File: src/rtl/branch_redirect_unit.sv
// PC owner and redirect/flush control for the EX-resolved branch path.
// A taken branch or jump reloads the PC and squashes IF/ID and ID/EX.
// The unit then ignores EX redirect requests for SHADOW cycles, and it also keeps branch statistics.
module branch_redirect_unit #(
    parameter int unsigned          ADDR_W   = 32,
    parameter logic [ADDR_W-1:0]    RESET_PC = '0,
    parameter int unsigned          SHADOW   = 2
) (
    input  logic              clk,
    input  logic              rst,
    input  logic              stall,
    input  logic              ex_valid,
    input  logic              ex_branch,
    input  logic              ex_zero,
    input  logic              ex_jump,
    input  logic [ADDR_W-1:0] ex_target,
    output logic [ADDR_W-1:0] pc,
    output logic              flush_ifid,
    output logic              flush_idex,
    output logic              in_shadow,
    output logic              bad_target,
    output logic [15:0]       branch_cnt,
    output logic [15:0]       taken_cnt
);

    typedef enum logic {
        RUN       = 1'b0,
        SHADOW_ST = 1'b1
    } state_t;

    // The shadow counter is loaded with SHADOW-1 so that the unit stays in the shadow state for exactly SHADOW cycles.
    localparam logic [2:0] SHADOW_INIT = (SHADOW > 0) ? 3'(SHADOW - 1) : 3'd0;
    localparam logic [ADDR_W-1:0] PC_STEP = ADDR_W'(4);

    state_t            state;
    logic [2:0]        cnt;
    logic              req;
    logic              take;
    logic              branch_seen;
    logic [ADDR_W-1:0] aligned_target;

    assign req            = ex_valid & ((ex_branch & ex_zero) | ex_jump);
    assign take           = req & (state == RUN);
    assign branch_seen    = ex_valid & ex_branch & (state == RUN);
    assign aligned_target = {ex_target[ADDR_W-1:2], 2'b00};

    assign flush_ifid = take;
    assign flush_idex = take;
    assign in_shadow  = (state == SHADOW_ST);

    always_ff @(posedge clk or posedge rst) begin
        if (rst) begin
            state <= RUN;
            cnt   <= 3'd0;
        end else begin
            case (state)
                RUN: begin
                    if (take && (SHADOW > 0)) begin
                        state <= SHADOW_ST;
                        cnt   <= SHADOW_INIT;
                    end
                end
                SHADOW_ST: begin
                    // Stall does not freeze the window; it counts real cycles.
                    if (cnt == 3'd0) begin
                        state <= RUN;
                    end else begin
                        cnt <= cnt - 3'd1;
                    end
                end
                default: begin
                    state <= RUN;
                    cnt   <= 3'd0;
                end
            endcase
        end
    end

    // A redirect beats a load-use stall, because the stalled instruction is being squashed anyway.
    always_ff @(posedge clk or posedge rst) begin
        if (rst) begin
            pc <= RESET_PC;
        end else if (take) begin
            pc <= aligned_target;
        end else if (!stall) begin
            pc <= pc + PC_STEP;
        end
    end

    always_ff @(posedge clk or posedge rst) begin
        if (rst) begin
            branch_cnt <= 16'd0;
            taken_cnt  <= 16'd0;
            bad_target <= 1'b0;
        end else begin
            if (branch_seen) begin
                branch_cnt <= branch_cnt + 16'd1;
            end
            if (take) begin
                taken_cnt <= taken_cnt + 16'd1;
                if (ex_target[1:0] != 2'b00) begin
                    bad_target <= 1'b1;
                end
            end
        end
    end

endmodule

File: config.mk
export PLATFORM = sky130hd
export DESIGN_NAME = branch_redirect_unit
export DESIGN_NICKNAME = d
export VERILOG_FILES = /design/src/rtl/branch_redirect_unit.sv
export SDC_FILE = /design/constraint.sdc
export NUM_CORES = 1
export LEC_CHECK = 0
export ABC_CLOCK_PERIOD_IN_PS = 3200
export CAP_MARGIN = 15
export CORE_MARGIN = 10
export CORE_UTILIZATION = 47
export DETAILED_ROUTE_END_ITERATION = 6
export HOLD_SLACK_MARGIN = 0.06
export PLACE_DENSITY = 0.82
export REMOVE_ABC_BUFFERS = 1
export SLEW_MARGIN = 10
export SYNTH_ARGS = -nofsm -noshare
export SYNTH_HDL_FRONTEND = slang
export SYNTH_SLANG_ARGS = --single-unit
File: constraint.sdc
create_clock -name clk -period 3.2 [get_ports clk]
set_clock_uncertainty 0.15 [all_clocks]
set_input_delay 0.96 -clock clk [delete_from_list [all_inputs] [get_ports clk]]
set_output_delay 0.96 -clock clk [all_outputs]
set_load 0.01 [all_outputs]
Word level (Yosys, flattened, before mapping) --
Cells that the tools add are included.
Word-level totals: word-level logic and storage cells 32, output and inout port bits 68, bits of input ports 39, flip-flop bits (word level) 69
Cells by class: bitwise logic cells 7, $add $sub $neg 4, equal/unequal tests 3, reduce and logical (&&, ||, !) cells 4, muxes and demuxes 8
Operators by type and width (number):
- $mux W32 | 2
- $add A16 B1 Y16 const B | 2
- $add A32 B3 Y32 const B | 1
- $mux W3 | 2
- $pmux W3 S2 | 1
- $and A1 B1 Y1 | 5
- $ne A2 B2 Y1 const B | 2
- $reduce_and A2 Y1 | 2
- $logic_not A3 Y1 | 1
- $sub A3 B1 Y3 const B | 1
- $mux W1 | 2
- $ne A2 B1 Y1 const B | 1
- $pmux W1 S2 | 1
- $reduce_bool A2 Y1 | 1
- $not A1 Y1 | 1
- $or A1 B1 Y1 | 1

Depth between registers and ports, before layout --
depth in word-level cells 6, gate-level depth with buffers 7, mapped depth without buffers 6

Worst setup path after synthesis --
No wires, ideal clock.
path kind input to output, start point input port ex_branch, end point output port flush_ifid, data arrival time 1.869 ns, cell stages on the path 5, setup slack 0.221 ns, cell sequence a21oi_1 -> or3b_1 -> inv_2 -> buf_2 -> buf_4
On the way: word-level cells in the longest chain between the ends 4
RTL lines:
- start: declaration | line 13 | input logic ex_branch,
- $and A1 B1 Y1 | line 42 | assign req = ex_valid & ((ex_branch & ex_zero) | ex_jump);
- $or A1 B1 Y1 | line 42
- $and A1 B1 Y1 | line 42
- $and A1 B1 Y1 | line 43 | assign take = req & (state == RUN);
- end: declaration | line 18 | output logic flush_ifid,
Every way passes these cells.

Final worst setup path --
start point input port ex_valid, end point output port flush_ifid
On the way: word-level cells in the longest chain between the ends 2
RTL lines:
- start: declaration | line 12 | input logic ex_valid,
- $and A1 B1 Y1 | line 42
- $and A1 B1 Y1 | line 43
Every way passes these cells.

==> results.yml <==
detailed_routing:
  drt_iter0_drc: 126
  detail_route.vias_per_cell: 5.101
  detail_route.first_pass.iterations: 4
  route.antenna.remaining_nets: 0
  detailed_route_wire_length_per_cell_um: 16.20
  post-route-drc-count: 0
  totalWireLength_mm: 8.794
  routed-via-count: 2770
worst_setup_path:
  crit_required_ps: 2090
  worst-endpoint-arrival_ps: 2050
  critical_path.endpoint_type: "primary output"
  startpoint_type: "input port"
  path_class: "in2out"
  worstPathMaxFanout: 3
  rrSetupSlack_ps: 890
synth:
  yosys-mux-area-fraction: 0.006341
  synth.cell_area_mm2: 0.003354
  synth.ff_latch_count: 67
  synth_adder_area_share: 0.01865
  synth_top_cell_area_share: 0.4998
  postSynthAreaPerCell_um2: 10.17
  syn_inst: 330
  synth_flop_cell: "sky130_fd_sc_hd__dfrtp_1"
  synthesis.yosys.warnings: 0
  area_share_of_and_or_nand_nor_cells_after_synthesis: 0.2365
  xor_xnor_cell_area_share_of_the_yosys_netlist: 0.1540
  synth_cell_types: 36
  postSynth.asyncResetShare: 1.000
  synth_largest_area_cell: "sky130_fd_sc_hd__dfrtp_1"
  synth-compound-area-share: 0.05371
  yosysSeqAreaShare: 0.4998
  synth_top_family_by_area: "simple AND/OR/NAND/NOR gates"
  synth_enable_flop_cells: 0
  yosys-top-cells-area: "sky130_fd_sc_hd__dfrtp_1 50%, sky130_fd_sc_hd__xnor2_1 8.4%, sky130_fd_sc_hd__xor2_1 7.0%"
placement:
  portBuffers: 104
  post-place-cells: 528
  gp_congestion: 0.7923
  dpl.hpwl_mm: 6.547
  placed_area_mm2: 0.004529
hold_path:
  timing.hold.worst.class: "reg2reg"
sta:
  period_share: 0.9885
  report.final.setup_viol: 0
  fmax_mhz: 316.1
  slew_headroom: 0.6283
  final-hold-violation-count: 0
  rsz_0062_raised_after_global_routing: "false"
  slew_violations: 0
  worst-slew-pin-transition_ps: 557.6
  final_tns_setup_ps: 0
  layout_min_cycle_time_ps: 3163
pwr:
  peakVddDrop_mv: 0.3988
  report.power.total_mw: 3.607
  power_density_mw_per_mm2: 759.1
  leakagePower_nw: 1.980
grt:
  maximum_number_of_pins_on_one_net_before_global_route_repair: 68
  globalRoute.totalOverflow: 0
  grt_first_pass_wirelength_mm: 14.63
  global_route.usage.total: 0.1623
  first_global_vias: 2840
  grt_antenna_before_repair: 0
run:
  max_cap_violation_count: 0
die:
  die_height_um: 104.5
  design.die.area_mm2: 0.01092
  die_w_um: 104.5
  io_pins: 107
  effective_utilization_at_floorplan: 0.4883
  core_area_mm2: 0.006869
  fp-row-count: 30
clock_tree:
  clock_tree_root: "sky130_fd_sc_hd__clkbuf_8"
  source_to_sink_clock_delay_at_the_later_pin_of_the_worst_skew_pair_ps: 340
  tritoncts_buffer_count: 9
  clkTransAtPathRegs_ps: 70
  tritoncts: "done"
  post_cts_buffers: 0
  clk_path_buf_depth: 2
  cts_max_level: 3
  post_cts_hold_buffer_count: 0
  post_cts.resized_instances: 16
  clock-sinks: 67
cells_and_area:
  syn_to_final_growth_pct: 41.63
  drive_above_1_share: 0.08725
  final_design_area_excluding_fillers_mm2: 0.004751
  final_net_count: 487
  final-instance-count-excl-fill: 543
  insertedDiodeCount: 0
run_status:
  result_of_the_run: "complete, no violations"
==> worst max-delay path, stage by stage <==
cell                              delay, ps
sky130_fd_sc_hd__clkdlybuf4s50_1        480
sky130_fd_sc_hd__or3b_4                 420
sky130_fd_sc_hd__inv_4                   90
sky130_fd_sc_hd__buf_6                  100
==> layer usage <==
metal  part of all wire  up-vias  GRT usage
met1               0.43     1318     0.2046
met2               0.49       83     0.2529
li1                   -     1355          -
met3              0.063       14    0.04647
met5                  0        -          0
met4              0.020        0    0.06859
==> synthesized netlist by cell type, types with 3 or more instances <==
cell and n:
sky130_fd_sc_hd__xor2_1 27, sky130_fd_sc_hd__ha_1 5, sky130_fd_sc_hd__inv_1 9, sky130_fd_sc_hd__and4_1 7
sky130_fd_sc_hd__xnor2_1 32, sky130_fd_sc_hd__nand2_1 48, sky130_fd_sc_hd__nand3_1 26, sky130_fd_sc_hd__o21ai_1 28
sky130_fd_sc_hd__buf_4 4, sky130_fd_sc_hd__dfrtp_1 67, sky130_fd_sc_hd__and3_1 8, sky130_fd_sc_hd__nor3_1 6
sky130_fd_sc_hd__nand4_1 15, sky130_fd_sc_hd__buf_2 5, sky130_fd_sc_hd__and2_1 3, sky130_fd_sc_hd__nor2_1 13
sky130_fd_sc_hd__a21oi_1 3
==> path summary, 6_finish.rpt <==
path,depth (start not counted),endpoint,from
max in group asynchronous,3,pc[15],rst
min in group asynchronous,3,branch_cnt[11],rst
worst max register to register,6,taken_cnt[6],in_shadow
worst min register to register,1,taken_cnt[15],taken_cnt[15]
worst min-delay path,1,taken_cnt[15],taken_cnt[15]
worst max-delay path,4,flush_ifid,ex_valid
==> state kept, by name, indices dropped and copies added, names as in the netlist <==
signal	cells
bad_target	1
branch_cnt	16
cnt	3
in_shadow	1
pc	30
taken_cnt	16
==> cell usage in the layout, fill, tap and decap left out, types with 5 or more instances in the layout <==
cell type	count
sky130_fd_sc_hd__clkbuf_8	9
sky130_fd_sc_hd__nand4_1	15
sky130_fd_sc_hd__and3_1	8
sky130_fd_sc_hd__dfrtp_1	67
sky130_fd_sc_hd__o21ai_1	28
sky130_fd_sc_hd__xor2_1	27
sky130_fd_sc_hd__ha_1	5
sky130_fd_sc_hd__xnor2_1	32
sky130_fd_sc_hd__and4_1	7
sky130_fd_sc_hd__nand3_1	26
sky130_fd_sc_hd__nor2_1	13
sky130_fd_sc_hd__buf_4	7
sky130_fd_sc_hd__inv_1	8
sky130_fd_sc_hd__nor3_1	6
sky130_fd_sc_hd__clkdlybuf4s50_1	99
sky130_fd_sc_hd__nand2_1	48
==> layout make-up <==
| class | count | area, um2 |
|---|---|---|
| fillers | 563 | 2118 |
| inverters | 10 | 40.04 |
| well taps | 96 | 120.1 |
| repair buffers | 112 | 1112 |
| clock buffers | 9 | 123.9 |
| multi-input cells | 243 | 1588 |
| flip-flops and latches | 67 | 1677 |
| clock inverters | 6 | 90.09 |
==> through the flow <==
stage,utilization,setup WS (ps),hold slack [ps]
global placement,0.6594,-522.5,310.6
detailed placement,0.6594,-535.0,314.9
CTS,0.6916,37.07,339.2
floorplan,-,-63.04,325.5
global route,0.6916,1.802,357.0
finish,0.6916,36.79,337.6
==> where the power goes <==
group          leakage, nW  switching (mW)  total, mW  internal, mW
Clock                0.106           0.331      0.768         0.437
Sequential           0.851           0.357       1.47          1.12
Combinational         1.02           0.609       1.36         0.756
Total                 1.98            1.30       3.61          2.31
==> cells by family after synthesis <==
kind of cell             Yosys count
AND/OR/NAND/NOR                  141
flip-flops                        67
XOR/XNOR                          59
AO/OA/AOI/OAI                     34
buffers and inverters             21
adder cells (fa/ha/maj)            5
multiplexers                       2
other                              1
Note: power is estimated with default switching activity, not from simulation.
